===== src/rtl/fsm_pkg.sv =====
// Shared FSM definitions for the serializer and the downstream 1010 detector's debug ports.
package fsm_pkg;

    // State width; the detector's cs/ns debug ports use it as well.
    localparam int unsigned ST_W = 2;

    // Encodings 2'd2 and 2'd3 are illegal and recover to S_IDLE.
    typedef enum logic [ST_W-1:0] {
        S_IDLE  = 2'd0,
        S_SHIFT = 2'd1
    } state_e;

endpackage


===== src/rtl/bit_serializer.sv =====
// Parallel-to-serial front end: accepts WIDTH-bit words over valid/ready and shifts them out one
// bit per clock on a registered serial line. Back-to-back words stream with no gap bit.
module bit_serializer
    import fsm_pkg::*;
#(
    parameter int unsigned WIDTH     = 8,
    parameter bit          MSB_FIRST = 1'b1,
    parameter bit          IDLE_BIT  = 1'b0
) (
    input  logic             clk,
    input  logic             rst,
    input  logic [WIDTH-1:0] din,
    input  logic             din_valid,
    output logic             din_ready,
    output logic             out,
    output logic             busy,
    output logic [ST_W-1:0]  cs,
    output logic [ST_W-1:0]  ns
);

    localparam int unsigned     CntW    = (WIDTH > 1) ? $clog2(WIDTH) : 1;
    localparam logic [CntW-1:0] LastCnt = CntW'(WIDTH - 1);

    state_e           state_q, state_d;
    logic [WIDTH-1:0] sr_q, sr_d;
    logic [CntW-1:0]  cnt_q, cnt_d;
    logic             out_q, out_d;

    logic             last_bit;
    logic             accept;
    logic             din_first;
    logic [WIDTH-1:0] din_adv;
    logic             sr_next;
    logic [WIDTH-1:0] sr_adv;

    // The final bit of the current word is on the line during this cycle.
    assign last_bit  = (state_q == S_SHIFT) && (cnt_q == LastCnt);
    // Ready in the last-bit cycle too, so the next word follows without a gap bit.
    assign din_ready = !rst && ((state_q == S_IDLE) || last_bit);
    assign accept    = din_valid && din_ready;

    // First bit of an incoming word, and the word with that bit consumed.
    assign din_first = MSB_FIRST ? din[WIDTH-1] : din[0];
    assign din_adv   = MSB_FIRST ? {din[WIDTH-2:0], 1'b0} : {1'b0, din[WIDTH-1:1]};
    // Next bit of the word in flight, and the register with that bit consumed.
    assign sr_next   = MSB_FIRST ? sr_q[WIDTH-1] : sr_q[0];
    assign sr_adv    = MSB_FIRST ? {sr_q[WIDTH-2:0], 1'b0} : {1'b0, sr_q[WIDTH-1:1]};

    // Next-state logic; illegal encodings fall back to idle.
    always_comb begin
        state_d = state_q;
        if (rst) begin
            state_d = S_IDLE;
        end else begin
            case (state_q)
                S_IDLE:  if (accept) state_d = S_SHIFT;
                S_SHIFT: if (last_bit && !accept) state_d = S_IDLE;
                default: state_d = S_IDLE;
            endcase
        end
    end

    // State register with synchronous reset.
    always_ff @(posedge clk) begin
        if (rst) begin
            state_q <= S_IDLE;
        end else begin
            state_q <= state_d;
        end
    end

    // Datapath next values: load on accept, advance mid-word, otherwise park at the idle level.
    always_comb begin
        sr_d  = sr_q;
        cnt_d = cnt_q;
        out_d = out_q;
        if (accept) begin
            sr_d  = din_adv;
            out_d = din_first;
            cnt_d = '0;
        end else if ((state_q == S_SHIFT) && !last_bit) begin
            sr_d  = sr_adv;
            out_d = sr_next;
            cnt_d = cnt_q + CntW'(1);
        end else begin
            out_d = IDLE_BIT;
            cnt_d = '0;
        end
    end

    // Shift register, bit counter and serial output register.
    always_ff @(posedge clk) begin
        if (rst) begin
            sr_q  <= '0;
            cnt_q <= '0;
            out_q <= IDLE_BIT;
        end else begin
            sr_q  <= sr_d;
            cnt_q <= cnt_d;
            out_q <= out_d;
        end
    end

    assign out  = out_q;
    assign busy = (state_q == S_SHIFT);
    assign cs   = state_q;
    assign ns   = state_d;

endmodule


===== config.mk =====
export PLATFORM = sky130hd
export DESIGN_NAME = bit_serializer
export DESIGN_NICKNAME = d
export VERILOG_FILES = /design/src/rtl/fsm_pkg.sv /design/src/rtl/bit_serializer.sv
export SDC_FILE = /design/constraint.sdc
export NUM_CORES = 1
export LEC_CHECK = 0
export ABC_AREA = 1
export CORE_MARGIN = 2
export CORE_UTILIZATION = 45
export DETAILED_ROUTE_END_ITERATION = 6
export GPL_TIMING_DRIVEN = 1
export PLACE_DENSITY = 0.73
export SETUP_SLACK_MARGIN = 0.02
export SLEW_MARGIN = 30
export SYNTH_ARGS = -nofsm -noshare
export SYNTH_HDL_FRONTEND = slang
export SYNTH_SLANG_ARGS = --single-unit

===== constraint.sdc =====
create_clock -name clk -period 1.9 [get_ports clk]
set_input_delay 0.285 -clock clk [delete_from_list [all_inputs] [get_ports clk]]
set_output_delay 0.285 -clock clk [all_outputs]
set_load 0.005 [all_outputs]

==> metrics.md <==
| Metric | Value |
|---|---|
| Grt met1 use | `23.8%` |
| Clock slew at reported path FFs | `80 ps` |
| Initial Util | `49.4%` |
| Post-Syn Area | `667 um2` |
| H-tree Lvls | `1` |
| First-pass iteration count of the detailed router | `3` |
| HP Class | `flip-flop to flip-flop` |
| Seq/Total Area, Yosys | `39.0%` |
| Placed Area | `875 um2` |
| CP top delay family | `adder cells` |
| Mapped Cells | `86` |
| CP max stage cell | `dfxtp_2` |
| Inst Count DP | `121` |
| CP max stage delay | `330 ps` |
| Crit path required time | `1620 ps` |
| Max Freq | `0.549 GHz` |
| Min cycle time layout | `1820 ps` |
| Worst Setup SP | `cnt_q[0]` |
| Die ar. | `0.00181 mm2` |
| CTS Buf Count | `3` |
| Initial antenna violation count | `0` |
| Critical path endpoint category | `primary output` |
| Chip height | `42.5 um` |
| Ant diodes | `0` |
| Max VDD drop | `428 uV` |
| P&R area growth vs syn | `38.6%` |
| CTS tree | `done` |
| Ports | `18` |
| Post-synth cell types | `21` |
| Yosys warnings | `0` |
| Met3 usage | `2.59%` |
| Worst setup path end | `din_ready` |
| Vias | `665` |
| Busiest grt layer | `met2` |
| FILL cells | `120` |
| Yosys reg bits | `13` |
| Fin crit share | `95.8%` |
| Vias in the first global route | `588` |
| RSZ-0062 raised after global routing | `false` |
| Crit-path max FO | `4` |
| Reg2Reg Depth | `9` |
| Nets@finish | `127` |
| Final count of hold timing violations | `0` |
| Number of cells on the critical path | `6` |
| Max-cap viol count | `0` |
| Hold-fix buffers, CTS | `0` |
| CP Buf/Inv Count | `2` |
| Die X | `42.5 um` |
| Final setup violation count | `0` |
| Worst r2r src | `cnt_q[0]` |
| Core Region | `0.00135 mm2` |
| Post-synthesis average cell area | `7.75 um2` |
| Clk buf depth | `2` |
| DRT iter0 DRCs | `8` |
| Post-Route WL | `1.53 mm` |
| Worst Clk Skew | `7.44 ps` |
| CTS sink count | `13` |
| Via/cell ratio | `5.20` |
| Antenna Nets Post-Route | `0` |
| Gr usage total | `18.6%` |
| Cell area after layout | `925 um2` |
| Critical Path, Cell by Cell | `ha_1, ha_2, inv_2, nand2_4, and2_1, dlygate4sd2_1` |
| R2r setup slk | `470 ps` |
| Port bufs | `16` |
| First-pass GRT wire length | `2.50 mm` |
| Worst setup path class | `flip-flop to primary output` |
| Crit path launch type | `flip-flop` |
| HPWL after detailed placement | `1.09 mm` |
| Status | `completed` |
| Leak | `0.395 nW` |
| Drt drc | `0` |
| WP data arrival | `1540 ps` |
| RePlAce Congestion | `0.805` |
| Clk_lat worst skew | `280 ps` |
| Avg WL per Cell | `11.9 um` |
| Final non-filler cell total | `128` |
| Cell Pwr Density | `594 mW/mm2` |
| Pin count of the biggest net entering global routing | `15` |
| Count of final max-slew check failures | `0` |
| FP Rows | `13` |
| Setup TNS | `0 ps` |
| Met2 GRT Util | `29.2%` |
| Minimum hold slack | `413 ps` |
| RR Endpoint | `sr_q[6]` |
| CTS Root Cell | `clkbuf_4` |
| Gr ovfl total | `0` |
| Fraction of layout instances using a drive strength above 1 | `23.0%` |
where the power goes:
group	total (W)	leakage (nW)	internal [W]	switching, W
Clock	0.000171	0.0150	0.0000814	0.0000891
Combinational	0.0000891	0.274	0.0000483	0.0000408
Sequential	0.000290	0.107	0.000283	0.00000718
synthesized netlist by cell type, drive strengths merged:
cell type / instances / share of area (%)
ha: 2 / 3.8
a21oi: 10 / 8.1
and2: 1 / 0.94
nand3: 12 / 11
dfxtp: 13 / 39
nand2: 14 / 9.8
inv: 11 / 6.2
nor2: 5 / 4.3
conb: 1 / 0.56
clkbuf: 1 / 0.56
nand4: 12 / 11
buf: 4 / 4.7
kinds of logic (layout without fill, tap and decap cells):
logic type | count (synthesis) | count (layout) | synth area share [%]
AOI/OAI and AO/OA | 10 | 10 | 8.07
adders and majority gates | 2 | 2 | 3.75
and+or+nand+nor | 44 | 44 | 37.1
DFF | 13 | 13 | 39.0
other | 1 | 2 | 0.562
buffers and inverters | 16 | 42 | 11.4
final cells by class:
cell class,instances,area (um2),area share (%)
inverter,11,41.3,4.47
multi-input combinational,58,340,36.8
clock buffer,4,26.3,2.84
sequential,13,262,28.3
timing repair buffer,27,236,25.6
tap,15,18.8,2.03
placed cells by master, fill, tap and decap left out:
cell type	synthesis	layout
clkdlybuf4s50_1	0	14
nand4_1	12	12
dfxtp_1	13	12
nand3_1	11	11
nand2_1	11	11
buf_4	2	11
inv_1	10	10
a21oi_1	9	8
nor2_1	3	3
clkbuf_4	0	3
nand2_2	2	2
a21oi_2	1	2
conb_1	1	2
inv_2	1	1
nand2_4	1	1
nor2_4	1	1
nand3_4	1	1
nor2_2	1	1
and2_1	1	1
ha_2	0	1
ha_1	2	1
clkbuf_1	1	1
dfxtp_2	0	1
dlygate4sd2_1	0	1
buf_2	1	1
repair_timing:
| item | CTS | global route |
|---|---|---|
| endpoints found under the setup margin | 2 | 1 |
| setup buffers | 3 | 0 |
| pin swaps | 0 | 1 |
| gates resized for setup | 7 | 1 |
through the flow:
step / setup WS [ps] / utilization [%] / total power, W
after floorplan: 441 / - / 0.000340
after global placement: -41.3 / 64.8 / 0.000382
after detailed placement: -55.1 / 64.8 / 0.000383
after CTS: 42.4 / 69.0 / 0.000554
after global routing: 24.5 / 68.5 / 0.000574
final: 79.9 / 68.5 / 0.000549
worst min path at each step:
stage | start | to | slack [ps] | cells after the start
final | cnt_q[0] | cnt_q[0] | 410 | 1
after CTS | cnt_q[0] | cnt_q[0] | 420 | 1
after global routing | cnt_q[0] | cnt_q[0] | 430 | 1
after global placement | cnt_q[0] | cnt_q[0] | 410 | 1
after detailed placement | cnt_q[0] | cnt_q[0] | 440 | 1
after floorplan | cnt_q[0] | cnt_q[0] | 400 | 1
registers in the layout (all words and copies together) (netlist names):
| register | flops |
|---|---|
| sr_q | 7 |
| cnt_q | 3 |
| cs | 2 |
| out | 1 |
routing by layer:
metal / part of all wire, % / vias up
met5: 0 / -
met4: 2.6 / 0
met3: 3.4 / 4
met2: 48 / 15
met1: 46 / 303
li1: - / 343
Note: power is estimated with default switching activity, not from simulation.
